$ cat src/rtl/vga_pkg.sv
// vga_pkg -- shared constants for the 1024x768 VGA video path.
//   Timing totals and active sizes used by the timing generator, the number
//   of 32-bit frame-buffer words per frame (8 bpp, 4 px/word), and the state
//   enum of the VRAM arbiter FSM.
package vga_pkg;

  localparam int H_TOTAL     = 1344;
  localparam int V_TOTAL     = 806;
  localparam int H_ACTIVE    = 1024;
  localparam int V_ACTIVE    = 768;
  localparam int FRAME_WORDS = (H_ACTIVE * V_ACTIVE) / 4;

  typedef enum logic [1:0] {
    IDLE     = 2'd0,
    VGA_WAIT = 2'd1,
    CPU_WAIT = 2'd2
  } arb_state_e;

endpackage

$ cat src/rtl/pix_fifo.sv
// pix_fifo -- synchronous pixel-word prefetch FIFO with flush.
//   clk, clr_n   : clock, async active-low reset
//   flush_i      : empty the FIFO; wins over push/pop in the same cycle
//   push_i/wdata_i : write one word (ignored when full and not popping)
//   pop_i        : consume head word; no effect when empty
//   rdata_o      : head word, 0 when empty
//   empty_o, count_o : status
// DEPTH must be a power of 2 (pointers wrap naturally).
module pix_fifo #(
  parameter int DEPTH = 4,
  parameter int W     = 32,
  localparam int AW   = (DEPTH > 1) ? $clog2(DEPTH) : 1,
  localparam int CW   = $clog2(DEPTH) + 1
) (
  input  logic          clk,
  input  logic          clr_n,
  input  logic          flush_i,
  input  logic          push_i,
  input  logic [W-1:0]  wdata_i,
  input  logic          pop_i,
  output logic [W-1:0]  rdata_o,
  output logic          empty_o,
  output logic [CW-1:0] count_o
);

  logic [W-1:0]  mem_q [DEPTH];
  logic [AW-1:0] wr_q, rd_q;
  logic [CW-1:0] cnt_q;
  logic          full, do_push, do_pop;

  assign empty_o = (cnt_q == '0);
  assign full    = (cnt_q == CW'(DEPTH));
  assign do_pop  = pop_i & ~empty_o;
  assign do_push = push_i & (~full | do_pop);
  assign rdata_o = empty_o ? '0 : mem_q[rd_q];
  assign count_o = cnt_q;

  always_ff @(posedge clk or negedge clr_n) begin
    if (!clr_n) begin
      wr_q  <= '0;
      rd_q  <= '0;
      cnt_q <= '0;
    end else if (flush_i) begin
      wr_q  <= '0;
      rd_q  <= '0;
      cnt_q <= '0;
    end else begin
      if (do_push) wr_q <= wr_q + 1'b1;
      if (do_pop)  rd_q <= rd_q + 1'b1;
      cnt_q <= cnt_q + CW'(do_push) - CW'(do_pop);
    end
  end

  // Storage needs no reset: the head is masked to 0 while empty.
  always_ff @(posedge clk) begin
    if (do_push && !flush_i) mem_q[wr_q] <= wdata_i;
  end

endmodule

$ cat src/rtl/vram_arbiter.sv
// vram_arbiter -- single-port VRAM arbiter between the VGA prefetch path and
// a CPU port. Every access is two cycles: issue in IDLE, complete in a WAIT
// state. The VGA path keeps pix_fifo topped up from fb_base onward, reloaded
// at each frame restart (vc==VLINES-1, hc==0).
//   Timing in : hc, vc, fb_base
//   Pixel out : pix_pop -> pix_data, pix_empty, underrun, underrun_cnt
//   CPU port  : cpu_req/we/addr/wdata -> cpu_ack, cpu_rdata (2 cycles after grant)
//   Memory    : mem_en/we/addr/wdata, mem_rdata one cycle after mem_en
// Build option: define VRAM_ARB_STATS_EN to get a saturating 16-bit underrun
// counter on underrun_cnt; otherwise underrun_cnt is tied to 0.
module vram_arbiter #(
  parameter int ADDR_W      = 18,
  parameter int FIFO_DEPTH  = 4,
  parameter int LOW_WM      = 2,
  parameter int FRAME_WORDS = vga_pkg::FRAME_WORDS,
  parameter int VLINES      = vga_pkg::V_TOTAL
) (
  input  logic              clk,
  input  logic              clr_n,
  input  logic [11:0]       hc,
  input  logic [11:0]       vc,
  input  logic [ADDR_W-1:0] fb_base,
  input  logic              pix_pop,
  output logic [31:0]       pix_data,
  output logic              pix_empty,
  output logic              underrun,
  output logic [15:0]       underrun_cnt,
  input  logic              cpu_req,
  input  logic              cpu_we,
  input  logic [ADDR_W-1:0] cpu_addr,
  input  logic [31:0]       cpu_wdata,
  output logic              cpu_ack,
  output logic [31:0]       cpu_rdata,
  output logic              mem_en,
  output logic              mem_we,
  output logic [ADDR_W-1:0] mem_addr,
  output logic [31:0]       mem_wdata,
  input  logic [31:0]       mem_rdata
);
  import vga_pkg::*;

  localparam int CW  = $clog2(FIFO_DEPTH) + 1;
  localparam int OW  = CW + 1;
  localparam int FCW = $clog2(FRAME_WORDS + 1);

  arb_state_e        state_q, state_d;
  logic [ADDR_W-1:0] faddr_q;
  logic [FCW-1:0]    fcnt_q;
  logic              run_q, cpu_ack_q, cpu_we_q, underrun_q;
  logic [31:0]       cpu_rdata_q;
  logic [CW-1:0]     fifo_cnt;
  logic [OW-1:0]     eff_occ;
  logic              restart, vga_elig, cpu_go, grant_vga, grant_cpu, push;

  assign restart  = (vc == 12'(VLINES - 1)) && (hc == 12'd0);
  // A read in flight already owns a FIFO slot.
  assign eff_occ  = OW'(fifo_cnt) + OW'(state_q == VGA_WAIT);
  // No VGA issue on the restart cycle itself: the fetch address is being reloaded.
  assign vga_elig = !restart && (eff_occ < OW'(FIFO_DEPTH)) && (fcnt_q < FCW'(FRAME_WORDS));
  // cpu_req is still high during the ack cycle; don't re-grant the finished request.
  // run_q keeps the bus quiet through reset and the first cycle after it.
  assign cpu_go   = cpu_req && run_q && !cpu_ack_q;
  assign push     = (state_q == VGA_WAIT) && !restart;

  pix_fifo #(.DEPTH(FIFO_DEPTH), .W(32)) u_fifo (
    .clk     (clk),
    .clr_n   (clr_n),
    .flush_i (restart),
    .push_i  (push),
    .wdata_i (mem_rdata),
    .pop_i   (pix_pop),
    .rdata_o (pix_data),
    .empty_o (pix_empty),
    .count_o (fifo_cnt)
  );

  // FSM: state register
  always_ff @(posedge clk or negedge clr_n) begin
    if (!clr_n) state_q <= IDLE;
    else        state_q <= state_d;
  end

  // FSM: arbitration and next state
  always_comb begin
    state_d   = IDLE;
    grant_vga = 1'b0;
    grant_cpu = 1'b0;
    if (state_q == IDLE) begin
      if (vga_elig && (eff_occ < OW'(LOW_WM))) grant_vga = 1'b1;
      else if (cpu_go)                         grant_cpu = 1'b1;
      else if (vga_elig)                       grant_vga = 1'b1;
      if (grant_vga)      state_d = VGA_WAIT;
      else if (grant_cpu) state_d = CPU_WAIT;
    end
  end

  // FSM: memory-bus outputs (issue cycle only)
  always_comb begin
    mem_en    = grant_vga | grant_cpu;
    mem_we    = grant_cpu & cpu_we;
    mem_addr  = '0;
    mem_wdata = '0;
    if (grant_vga) mem_addr = faddr_q;
    if (grant_cpu) begin
      mem_addr  = cpu_addr;
      mem_wdata = cpu_wdata;
    end
  end

  always_ff @(posedge clk or negedge clr_n) begin
    if (!clr_n) begin
      run_q       <= 1'b0;
      cpu_ack_q   <= 1'b0;
      cpu_we_q    <= 1'b0;
      cpu_rdata_q <= '0;
      underrun_q  <= 1'b0;
      faddr_q     <= '0;
      fcnt_q      <= FCW'(FRAME_WORDS);
    end else begin
      run_q     <= 1'b1;
      cpu_ack_q <= (state_q == CPU_WAIT);
      if (grant_cpu) cpu_we_q <= cpu_we;
      if ((state_q == CPU_WAIT) && !cpu_we_q) cpu_rdata_q <= mem_rdata;
      if (pix_pop && pix_empty) underrun_q <= 1'b1;
      if (restart) begin
        faddr_q <= fb_base;
        fcnt_q  <= '0;
      end else if (push) begin
        faddr_q <= faddr_q + 1'b1;
        fcnt_q  <= fcnt_q + 1'b1;
      end
    end
  end

  assign cpu_ack   = cpu_ack_q;
  assign cpu_rdata = cpu_rdata_q;
  assign underrun  = underrun_q;

`ifdef VRAM_ARB_STATS_EN
  logic [15:0] ur_cnt_q;
  always_ff @(posedge clk or negedge clr_n) begin
    if (!clr_n)                                          ur_cnt_q <= '0;
    else if (pix_pop && pix_empty && ur_cnt_q != 16'hFFFF) ur_cnt_q <= ur_cnt_q + 16'd1;
  end
  assign underrun_cnt = ur_cnt_q;
`else
  assign underrun_cnt = '0;
`endif

endmodule

$ cat config.mk
export PLATFORM = sky130hd
export DESIGN_NAME = vram_arbiter
export DESIGN_NICKNAME = d
export VERILOG_FILES = /design/src/rtl/vga_pkg.sv /design/src/rtl/pix_fifo.sv /design/src/rtl/vram_arbiter.sv
export SDC_FILE = /design/constraint.sdc
export NUM_CORES = 1
export LEC_CHECK = 0
export ABC_AREA = 1
export BUFFER_PORTS_ARGS = -buffer_cell sky130_fd_sc_hd__buf_2
export CELL_PAD_IN_SITES_DETAIL_PLACEMENT = 0
export CELL_PAD_IN_SITES_GLOBAL_PLACEMENT = 1
export CORE_ASPECT_RATIO = 0.9
export CORE_MARGIN = 1
export CORE_UTILIZATION = 36
export DETAILED_ROUTE_END_ITERATION = 10
export HOLD_SLACK_MARGIN = 0.15
export PLACE_DENSITY = 0.87
export SETUP_SLACK_MARGIN = 0.05
export SLEW_MARGIN = 20
export SYNTH_ARGS = -nofsm -noshare
export SYNTH_HDL_FRONTEND = slang
export SYNTH_HIERARCHICAL = 1
export SYNTH_SLANG_ARGS = --single-unit
$ cat constraint.sdc
create_clock -name clk -period 2.6 [get_ports clk]
set_input_delay 0.39 -clock clk [delete_from_list [all_inputs] [get_ports clk]]
set_output_delay 0.39 -clock clk [all_outputs]
set_load 0.05 [all_outputs]
==> Word-level counts from Yosys, hierarchy flattened <==
Memory sizes are Yosys's and may differ from the RTL's.
Cells that the tools add are included.
{ "word_totals": {"regBits": 81, "ramBits": 128, "elab_cells": 79, "memories": 1} }
{ "memory_table": {"columns": ["name", "depth", "word_bits", "rd", "rd_clocked_by_memory_dff", "wr", "line_no", "source"], "rows": [
  ["u_fifo.mem_q", 4, 32, 1, 0, 1, "pix_fifo.sv:26", "logic [W-1:0] mem_q [DEPTH];"]
]} }
{ "classes": {"add_sub_neg": 7, "n_lt_le_gt_ge": 3, "n_eq_ne": 4, "n_mux": 27, "bitwise_logic": 7, "n_reduce_logical": 19} }
{ "ops": {"columns": ["operator", "n"], "rows": [
  ["$mux W18", 6],
  ["$mux W32", 2],
  ["$add A18 B1 Y18 const B", 2],
  ["$lt A18 B18 Y1 const B", 1],
  ["$mux W2", 7],
  ["$eq A12 B10 Y1 const B", 1],
  ["$logic_not A12 Y1", 1],
  ["$mux W1", 11],
  ["$logic_and A1 B1 Y1", 10],
  ["$reduce_bool A2 Y1", 3],
  ["$add A2 B1 Y2 const B", 2],
  ["$add A3 B1 Y4", 1],
  ["$lt A4 B2 Y1 const B", 1],
  ["$lt A4 B3 Y1 const B", 1],
  ["$add A3 B1 Y3", 1],
  ["$and A1 B1 Y1", 3],
  ["$eq A3 B3 Y1 const B", 1],
  ["$logic_not A1 Y1", 3],
  ["$logic_not A3 Y1", 1],
  ["$mux W3", 1],
  ["$sub A3 B1 Y3", 1],
  ["$eq A2 B1 Y1 const B", 1],
  ["$eq A2 B2 Y1 const B", 1],
  ["$logic_not A2 Y1", 1],
  ["other kinds (2)", 4]
]} }

==> Logic depth before layout (Yosys ltp) <==
{ "depth": {"word_depth": 12, "depth_mapped": 16} }

==> Hierarchy <==
Netlist, hierarchy kept.
{ "modules_own_cells": {"columns": ["module", "instances", "cells_each", "area_per_inst_um2", "seq_area_each_um2"], "rows": [
  ["pix_fifo", 1, 538, 5779.3, 4018.9],
  ["vram_arbiter", 1, 601, 4575.6, 1854.3]
]} }

==> Worst setup path before layout <==
No wires, ideal clock.
{ "synth_path": {"path_kind": "in2reg", "start": "in vc[9]", "end": "mem u_fifo.mem_q[0][0] (enable)", "arrival_time_ns": 2.523, "t_required_ns": 2.179, "setup_slack_ns": -0.344, "path_stages": 9, "path_cell_list": "nand2_1 inv_1 nand2_1 nor2_2 nand3_2 nand2_1 inv_2 nand3_1 nor2_1"} }
{ "synth_between": {"elab_chain_cells": 8} }
{ "synth_lines": {"columns": ["element", "line_no", "source"], "rows": [
  ["start: declaration", "vram_arbiter.sv:21", "input logic [11:0] vc,"],
  ["$eq A12 B10 Y1", "vram_arbiter.sv:55", "assign restart = (vc == 12'(VLINES - 1)) && (hc == 12'd0);"],
  ["$logic_and A1 B1 Y1", "vram_arbiter.sv:55", null],
  ["$logic_not A1 Y1", "vram_arbiter.sv:63", "assign push = (state_q == VGA_WAIT) && !restart;"],
  ["$logic_and A1 B1 Y1", "vram_arbiter.sv:63", null],
  ["net push", "vram_arbiter.sv:53", "logic restart, vga_elig, cpu_go, grant_vga, grant_cpu, push;"],
  ["$and A1 B1 Y1", "pix_fifo.sv:34", "assign do_push = push_i & (~full | do_pop);"],
  ["$logic_and A1 B1 Y1", "pix_fifo.sv:56", "if (do_push && !flush_i) mem_q[wr_q] <= wdata_i;"],
  ["$mux W1", "pix_fifo.sv:56", null],
  ["$mux W1 (implied by the code)", "pix_fifo.sv:56", null],
  ["end: declaration", "pix_fifo.sv:26", null]
]} }
The timed path passes the listed nets, and every way through them passes these cells.

==> Worst setup path after layout <==
{ "layout_path": {"start": "reg state_q[1]", "end": "out mem_addr[10]"} }
{ "layout_between": {"elab_chain_cells": 12, "word_cells_on_any_way": 18} }
{ "layout_lines": {"columns": ["element", "line_no", "source"], "rows": [
  ["start: declaration", "vram_arbiter.sv:46", "arb_state_e state_q, state_d;"],
  ["start signal: assignment", "vram_arbiter.sv:80", "else state_q <= state_d;"],
  ["$eq A2 B1 Y1", "vram_arbiter.sv:57", "assign eff_occ = OW'(fifo_cnt) + OW'(state_q == VGA_WAIT);"],
  ["$add A3 B1 Y4", "vram_arbiter.sv:57", null],
  ["$lt A4 B3 Y1", "vram_arbiter.sv:59", "assign vga_elig = !restart && (eff_occ < OW'(FIFO_DEPTH)) && (fcnt_q < FCW'(FRAME_WORDS));"],
  ["$logic_and A1 B1 Y1 (2 in series)", "vram_arbiter.sv:59", null],
  ["$mux W1", "vram_arbiter.sv:91", "else if (vga_elig) grant_vga = 1'b1;"],
  ["$mux W1", "vram_arbiter.sv:90", "else if (cpu_go) grant_cpu = 1'b1;"],
  ["$mux W1", "vram_arbiter.sv:89", "if (vga_elig && (eff_occ < OW'(LOW_WM))) grant_vga = 1'b1;"],
  ["$mux W1 (2 in series)", "vram_arbiter.sv:88", "if (state_q == IDLE) begin"],
  ["$mux W18", "vram_arbiter.sv:103", "if (grant_vga) mem_addr = faddr_q;"],
  ["$mux W18 (*)", "vram_arbiter.sv:104", "if (grant_cpu) begin"],
  ["end: declaration", "vram_arbiter.sv:36", "output logic [ADDR_W-1:0] mem_addr,"]
]} }
Mark *: on every way between the ends. The rest lies on a longest branch, timed or not. The select of a mux whose other input is x is not followed.

==> flow_summary.toml <==
[logic_synthesis]
synth_top_family_by_area = "simple AND/OR/NAND/NOR gates"
synthAdderAreaFrac_pct = 1.28
synth_mux_area_share_pct = 3.62
netlist_area_um2 = 10400
synth_xor_area_share_pct = 1.01
yosys_register_bits = 209
synth_simple_gate_area_share_pct = 23.5
synth_compound_area_share_pct = 3.60
ys_seq_area_share_pct = 56.7
ys_types = 43
syn_inst = 1139
avgSynthCellArea_um2 = 9.09
ys_warn_count = 6

[status]
status = "finished with violations"
violations = "setup timing"

[run]
max-cap-violations = 0

[floorplanning]
start_util_pct = 36.9
io_pins = 264
fp.dieArea_um2 = 29400
die_w_um = 181
rows = 58
die_h_um = 163
core_area_um2 = 28100

[grt]
grt_pass1_vias = 8314
grt_max_degree = 65
antenna_found_initial = 0
gr-usage-all-layers_pct = 18.3
grt_first_pass_wirelength_um = 43100
grt_overflow = 0

[clock_tree]
numCtsBuffers = 23
clock_latency_ns = 0.52
path_clk_slew_ns = 0.06
clock_path_buffers = 3
htree_levels = 1
cts-root-buf = "clkbuf_16"
cts_sinks = 209
cts_tree = "built"

[finish]
nets = 1608
antenna_cells = 0
fin_area_um2 = 14200
drive_above_1_share_pct = 29.6
post-route-util_pct = 50.4
layout-area-overhead-vs-synth_pct = 36.8
stdcell_count = 1846

[setup_path]
crit_required_ns = 2.21
cp.arrival_ns = 2.31
path_common_cell = "nand2_2"
path_max_fanout = 5
crit_path_end_kind = "output port"
slowest_stage = "dfrtp_1"
max_stage_delay_ns = 0.39
cp-start-kind = "register"
worstPathCellList = "inv_2 > nand2_4 > nor2_2 > ha_2 > xor2_2 > nor2_4 > nand3_4 > nor2_8 > nand2_2 > nand2_2 > buf_6"
crit_type = "reg -> out"

[timing]
whs_ns = 0.202
finalWorstSetupSlack_ns = -0.0980
slew_headroom_pct = 39.2
fin_crit_ns = 2.70
max_freq_ghz = 0.371
tightest_slew_ns = 0.912
hold_violations = 0
slew_violations = 0
fin_crit_sh_pct = 104
fin_skew_ns = 0.0207
rsz0062_at_grt = "true"
setup_violations = 52

[power_and_ir_drop]
vdd_drop_max_uv = 913
powerDensity_nw_per_um2 = 1220
finalPower_uw = 17200
p_leak_uw = 0.00665

[route]
postRouteAntennaNets = 0
vias = 8513
viasPerCell = 4.61
avgRoutedWirePerCell_um = 15.1
firstDrtPassIters = 5
drt_iter0_markers = 621
wl_um = 27800
drc_errors = 0

[place]
placedCellCount = 1732
place_area_um2 = 12100
hpwl_um = 16900
place_congestion = 0.866
port_buffers = 247

[worst_hold_path]
hold_path.class = "in -> reg"
## final cells by class
| type | instances | area, µm² |
|---|---|---|
| clock buffer | 34 | 647 |
| clock inverter | 8 | 105 |
| fill | 2544 | 13900 |
| inverter | 169 | 638 |
| multi-input combinational | 723 | 3790 |
| sequential | 209 | 5880 |
| tap | 360 | 450 |
| timing repair buffer | 343 | 2660 |
## synthesized netlist by cell type (all sizes together)
| cell | n | area, µm² |
|---|---|---|
| nor3b | 1 | 7.51 |
| a31oi | 1 | 6.26 |
| nand2 | 362 | 1370 |
| xnor2 | 3 | 26.3 |
| xor2 | 9 | 78.8 |
| buf | 50 | 389 |
| mux2 | 32 | 375 |
| clkinv | 1 | 3.75 |
| ha | 9 | 113 |
| a211oi | 2 | 15.0 |
| nand3 | 84 | 443 |
| fa | 1 | 20.0 |
| edfxtp | 128 | 3840 |
| nand4 | 12 | 81.3 |
| nor2 | 102 | 419 |
| dfstp | 2 | 52.6 |
| a21oi | 41 | 205 |
| nor3 | 13 | 75.1 |
| dfrtp | 79 | 1980 |
| o21ai | 19 | 95.1 |
| o211ai | 5 | 37.5 |
| conb | 2 | 7.51 |
| or2 | 2 | 12.5 |
| o22ai | 1 | 6.26 |
| a21o | 1 | 7.51 |
| clkbuf | 6 | 32.5 |
| nand3b | 3 | 22.5 |
| inv | 168 | 631 |
## cell families (layout without fill, tap and decap cells)
kind of cell,after synthesis,count (layout)
AOI/OAI and AO/OA,70,70
and+or+nand+nor,579,582
adders and majority gates,10,10
muxes,32,32
other,2,17
xor gates and xnor gates,12,12
DFF,209,209
buffers and inverters,225,554
## state kept, by name, summed over array words and instances, names as in the netlist
register        flops
fcnt_q             18
faddr_q            18
u_fifo/count_o      3
cpu_ack             1
u_fifo/rd_q         2
u_fifo/wr_q         2
state_q             2
underrun            1
run_q               1
cpu_we_q            1
u_fifo/mem_q      128
cpu_rdata          32
## worst max-delay path: cells and delay by family (launching register included)
family                   cells  cell delay, ns
AND/OR/NAND/NOR              7            0.90
buffers and inverters        2            0.24
adder cells (fa/ha/maj)      1            0.19
flip-flops                   1            0.39
XOR/XNOR                     1            0.09
## repair_timing
action | in CTS | in global routing
setup buffers | 10 | 2
cloned | 5 | 4
setup endpoints to repair | 52 | 74
gates resized for setup | 129 | 39
endpoints found under the hold margin | 218 | 0
hold buffers | 51 | 0
pin swaps | 29 | 7
## path summary, 6_finish.rpt
| check | start | endpoint | slack (ns) | cells past startpoint |
|---|---|---|---|---|
| setup / recovery | state_q[1]$_DFF_PN0_ | mem_addr[10] | -0.1 | 11 |
| hold / removal | fb_base[17] | faddr_q[17]$_DFFE_PN0P_ | 0.20 | 5 |
| setup reg to reg | state_q[0]$_DFF_PN0_ | u_fifo/mem_q[1][18]$_DFFE_PP_ | 0.31 | 9 |
| hold reg to reg | underrun$_DFFE_PN0P_ | underrun$_DFFE_PN0P_ | 0.47 | 1 |
| max in group asynchronous | clr_n | run_q$_DFF_PN0_ | 1.31 | 3 |
| min in group asynchronous | clr_n | fcnt_q[12]$_DFFE_PN0P_ | 0.56 | 2 |
## per-layer routing
| metal | track usage [%] | up-vias | wire length, µm |
|---|---|---|---|
| li1 | - | 4260 | - |
| met1 | 23.9 | 3944 | 12000 |
| met2 | 32.4 | 270 | 13800 |
| met3 | 2.66 | 39 | 1390 |
| met4 | 3.65 | 0 | 522 |
| met5 | 0 | - | 0 |
## through the flow
step / setup WS, ns / TNS (ns)
final: -0.0980 / -3.20
after floorplan: -0.344 / -44.08
after global placement: 0.145 / 0
after detailed placement: 0.117 / 0
after CTS: -0.0719 / -1.52
after global routing: -0.235 / -8.86
## power by group
group	switching (µW)	internal, µW
Combinational	6520	2730
Sequential	408	4310
Clock	1320	1930
Total	8250	8970
## cells in the final DEF (no fill, tap or decap), types with 5 or more instances in the layout
cell type | netlist | layout
nand2_2 | 2 | 13
buf_6 | 15 | 50
buf_12 | 0 | 7
nand4_1 | 11 | 11
buf_4 | 18 | 30
nor2_2 | 2 | 19
edfxtp_1 | 128 | 128
dlygate4sd3_1 | 0 | 51
inv_1 | 163 | 161
o21ai_0 | 19 | 18
clkinv_2 | 0 | 6
nor2_1 | 97 | 60
clkbuf_1 | 5 | 8
dfrtp_1 | 79 | 77
nor2_4 | 2 | 25
mux2_2 | 27 | 27
conb_1 | 2 | 17
clkbuf_16 | 0 | 27
nor3_1 | 11 | 10
ha_1 | 9 | 8
buf_2 | 17 | 190
nand2_1 | 359 | 347
a21oi_1 | 41 | 41
xor2_1 | 9 | 8
o211ai_1 | 5 | 5
buf_8 | 0 | 6
inv_2 | 5 | 5
nand3_1 | 81 | 81
(Power assumes the default switching activity.)
